`config.mk`:
```
export PLATFORM = sky130hd
export DESIGN_NAME = forest_vote_sequencer
export DESIGN_NICKNAME = d
export VERILOG_FILES = /design/src/rtl/forest_vote_sequencer.sv
export SDC_FILE = /design/constraint.sdc
export NUM_CORES = 1
export LEC_CHECK = 0
export BUFFER_PORTS_ARGS = -buffer_cell sky130_fd_sc_hd__buf_2
export CAP_MARGIN = 20
export CORE_UTILIZATION = 35
export DETAILED_ROUTE_END_ITERATION = 7
export SLEW_MARGIN = 20
export SYNTH_ARGS = -nofsm -noshare
export SYNTH_HDL_FRONTEND = slang
export SYNTH_SLANG_ARGS = --single-unit
```
`constraint.sdc`:
```
create_clock -name clk -period 4.1 [get_ports clk]
set_clock_uncertainty 0.05 [all_clocks]
set_input_delay 0.82 -clock clk [delete_from_list [all_inputs] [get_ports clk]]
set_output_delay 0.82 -clock clk [all_outputs]
set_load 0.1 [all_outputs]
```
`src/rtl/forest_vote_sequencer.sv`:
```
// forest_vote_sequencer: feeds one feature vector to a tree bank, waits to settle, majority-votes per class
// Ports:
//   clk, rst                      rising-edge clock, synchronous active-high reset
//   in_valid/in_ready/in_feat     sample input handshake
//   feat_o                        registered feature bus to every tree instance
//   votes_i                       tree outputs, bit c*N_TREES+t = tree t of class c
//   out_valid/out_ready           result handshake
//   out_class/out_votes           winning class index and its vote count
//   busy                          high whenever not IDLE
module forest_vote_sequencer #(
    parameter int N_FEAT    = 51,
    parameter int N_TREES   = 5,
    parameter int N_CLASSES = 3,
    parameter int SETTLE    = 2,
    parameter int CW        = $clog2(N_CLASSES),
    parameter int VW        = $clog2(N_TREES + 1)
) (
    input  logic                           clk,
    input  logic                           rst,
    input  logic                           in_valid,
    output logic                           in_ready,
    input  logic [N_FEAT-1:0]              in_feat,
    output logic [N_FEAT-1:0]              feat_o,
    input  logic [N_CLASSES*N_TREES-1:0]   votes_i,
    output logic                           out_valid,
    input  logic                           out_ready,
    output logic [CW-1:0]                  out_class,
    output logic [VW-1:0]                  out_votes,
    output logic                           busy
);
    localparam int SW = SETTLE > 1 ? $clog2(SETTLE) : 1;
    typedef enum logic [1:0] {IDLE, WAIT, COUNT, DONE} state_t;
    state_t state, state_n;
    logic [SW-1:0] cnt;
    logic [CW-1:0] c, best_idx;
    logic [VW-1:0] best_cnt, pop;
    logic [N_TREES-1:0] slice;
    logic last;
    assign last = c == CW'(N_CLASSES - 1);
    assign slice = N_TREES'(votes_i >> (N_TREES * int'(c)));
    always_comb begin
        pop = '0;
        for (int t = 0; t < N_TREES; t++) pop = pop + VW'(slice[t]);
    end
    always_ff @(posedge clk) begin
        if (rst) state <= IDLE;
        else     state <= state_n;
    end
    always_comb begin
        state_n = state;
        case (state)
            IDLE:    state_n = in_valid ? WAIT : IDLE;
            WAIT:    state_n = cnt == '0 ? COUNT : WAIT;
            COUNT:   state_n = last ? DONE : COUNT;
            DONE:    state_n = out_ready ? IDLE : DONE;
            default: state_n = IDLE;
        endcase
    end
    always_ff @(posedge clk) begin
        if (rst) begin
            feat_o   <= '0;
            cnt      <= '0;
            c        <= '0;
            best_cnt <= '0;
            best_idx <= '0;
        end else begin
            case (state)
                IDLE: if (in_valid) begin
                    feat_o <= in_feat;
                    cnt    <= SW'(SETTLE - 1);
                end
                WAIT: if (cnt == '0) begin
                    c        <= '0;
                    best_cnt <= '0;
                    best_idx <= '0;
                end else begin
                    cnt <= cnt - 1'b1;
                end
                COUNT: begin
                    // strict compare keeps the lowest class index on ties
                    if (c == '0 || pop > best_cnt) begin
                        best_cnt <= pop;
                        best_idx <= c;
                    end
                    if (!last) c <= c + 1'b1;
                end
                default: ;
            endcase
        end
    end
    assign in_ready  = state == IDLE;
    assign out_valid = state == DONE;
    assign busy      = state != IDLE;
    assign out_class = best_idx;
    assign out_votes = best_cnt;
endmodule

```
==> metrics.txt <==
cts repair resizes 0; Worst-Margin Slew a little over 1 ns; Avg Inst Size Synth around 9.3 µm²; ANT nets after route 0; Die ar. 8690 µm²; CP Cell Sequence inv_1 > nor2_1 > a21oi_1 > fa_1 > fa_1 > inv_1 > ha_1 > ha_1 > nand2_1 > o21ai_1 > nand4b_2 > mux2i_1; register bit total from synthesis 61; main flop type after synthesis dfxtp_1; nets just over 500; Max stage delay on crit path approximately 0.51 ns; Final setup viols 0; YS warnings 0; first-pass GRT wire length 10300 µm; count of flip-flops with a built-in enable after synthesis 0; post-synth top area share 41.9%; Worst VDD drop 0.233 mV; RD Place Congestion 0.713; postcts setup bufs 0; Num CTS Buffers 9; Crit Path Max Fanout 10; slowest CP cell dfxtp_1; clock slew at reported path FFs 0.07 ns; Slew headroom 32.5%; vias in the first global route 2278; most frequent cells after synthesis dfxtp_1 (61), nand2_1 (61), nand2_2 (51), a21oi_2 (50), buf_2 (13); Max Cap Viol 0; Startpoint Class register; DIE WIDTH 93.2 µm; status finished clean; Layout area overhead 26.8%; Cell Rows 32; Root Buffer clkbuf_8; Crit path buffers/inverters 2; clock latency on the worst-skew pair about 0.33 ns; crit end category register; area leader, netlist dfxtp_1; worst min path class reg2reg; final worst path period share 84.3%; cell area after layout 3690 µm²; via count 2426; # DRC 0; hold_buf cts 0; routed wire length per instance 11.9 µm; maximum clock frequency 289 MHz; dpl cell area 3480 µm²; Cell Pwr Density 545 nW/µm²; Final min period approximately 3.5 ns; Leak 1.63 nW; WP data arrival 3.62 ns; fraction of layout instances using a drive strength above 1 a little under three fifths; gr ovfl total 0; mapped cell area 2910 µm²; initial antenna violation count 0; # diodes 0; Via density 4.51; I/O Pins 129; top post-synthesis cells by area dfxtp_1 (42%), a21oi_2 (15%), nand2_2 (11%); Mapped Cells 314; H-tree Lvls 3; largest net degree at the start of global routing 63; Post-Syn Nets 392; Worst EP required between 4 and 5 ns; PortBufs 128; WS Path Type reg2reg; Yosys cell types 30; sequential share of the synthesized area 41.9%; hpwl dp 4290 µm; initial cell density of the core 36.9%; die height about 93 µm; Pre-antenna DRT Iters 4; Async S/R FF share, synth 0%; GRT Overall Usage 15.2%; final count of pins violating max slew 0; unrepaired setup endpoints after global routing false; Max clock buf depth 2; Crit path max-delay family adder cells; clock sinks 61; WL final roughly 6400 µm; Final TNS setup 0 ns; core area around 7900 µm²; First DRT Iteration DRCs 83; Fillers 785; Fin. Hold Viols 0; TritonCTS clock tree yes
[worst reg2reg max path: stages (launching register included)]
cell	delay, ns
dfxtp_1	0.51
inv_1	0.14
nor2_1	0.28
a21oi_1	0.15
fa_1	0.51
fa_1	0.43
inv_1	0.06
ha_1	0.24
ha_1	0.32
nand2_1	0.05
o21ai_1	0.14
nand4b_2	0.26
mux2i_1	0.20
[layer usage]
metal	vias to the layer above	GRT usage, %	part of all wire [%]
li1	1252	-	-
met1	1074	18.4	45
met2	91	24.5	46
met3	9	4.15	7.2
met4	0	7.69	1.9
met5	-	0	0
[registers in the layout (all words and copies together), names as in the netlist]
| signal | cells |
|---|---|
| state | 2 |
| out_votes | 3 |
| feat_o | 51 |
| c | 2 |
| cnt | 1 |
| out_class | 2 |
[layout make-up]
class	count	area, µm²	area share [%]
multi-input combinational	223	1460	39.6
sequential	61	1220	33.1
timing repair buffer	128	643	17.4
clock buffer	11	151	4.10
tap	102	128	3.45
clock inverter	5	58.8	1.59
inverter	8	30.0	0.813
[layout by cell type (no fill, tap or decap), types with 2 or more instances in the layout]
master and n:
a211oi_1 4, a21oi_1 9, a21oi_2 50, buf_2 127, clkbuf_8 11, clkinvlp_4 2, dfxtp_1 61, fa_1 2
ha_1 6, inv_1 8, mux2i_1 10, nand2_1 61, nand2_2 51, nand2b_1 4, nor2_1 9, o21ai_0 4
[final timing paths]
kind | from | to | slack [ns] | cells after the start
worst max-delay path | c[0]$_SDFFE_PP0P_ | out_votes[1]$_SDFFE_PP0P_ | 0.65 | 12
worst min-delay path | feat_o[41]$_SDFFE_PP0P_ | feat_o[41]$_SDFFE_PP0P_ | 0.41 | 2
worst max register to register | c[0]$_SDFFE_PP0P_ | out_votes[1]$_SDFFE_PP0P_ | 0.65 | 12
worst min register to register | feat_o[41]$_SDFFE_PP0P_ | feat_o[41]$_SDFFE_PP0P_ | 0.41 | 2
[power by group]
| group | leakage, nW | switching (mW) | internal, mW | total, mW |
|---|---|---|---|---|
| logic | 1.02 | 0.597 | 0.175 | 0.772 |
| clock network | 0.102 | 0.239 | 0.314 | 0.553 |
| registers | 0.500 | 0.0414 | 0.647 | 0.688 |
| total | 1.63 | 0.878 | 1.13 | 2.01 |
[through the flow]
stage | instances | setup slack (ns) | power, mW | utilization (%) | hold slack [ns]
final | 538 | 0.645 | 2.01 | 46.8 | 0.411
after detailed placement | 522 | 0.471 | 1.48 | 44.2 | 0.404
after global routing | 538 | 0.389 | 2.11 | 46.8 | 0.423
after global placement | 522 | 0.570 | 1.47 | 44.2 | 0.392
after floorplan | 314 | 0.799 | 1.38 | - | 0.477
after CTS | 538 | 0.614 | 2.04 | 46.8 | 0.416
[kinds of logic after synthesis]
kind of cell | share of synthesized area [%]
and+or+nand+nor | 24.1
adders and majority gates | 3.95
DFF | 41.9
buffers and inverters | 7.90
muxes | 3.44
AOI/OAI and AO/OA | 18.7
No activity file was read; power rests on OpenSTA's default activity.
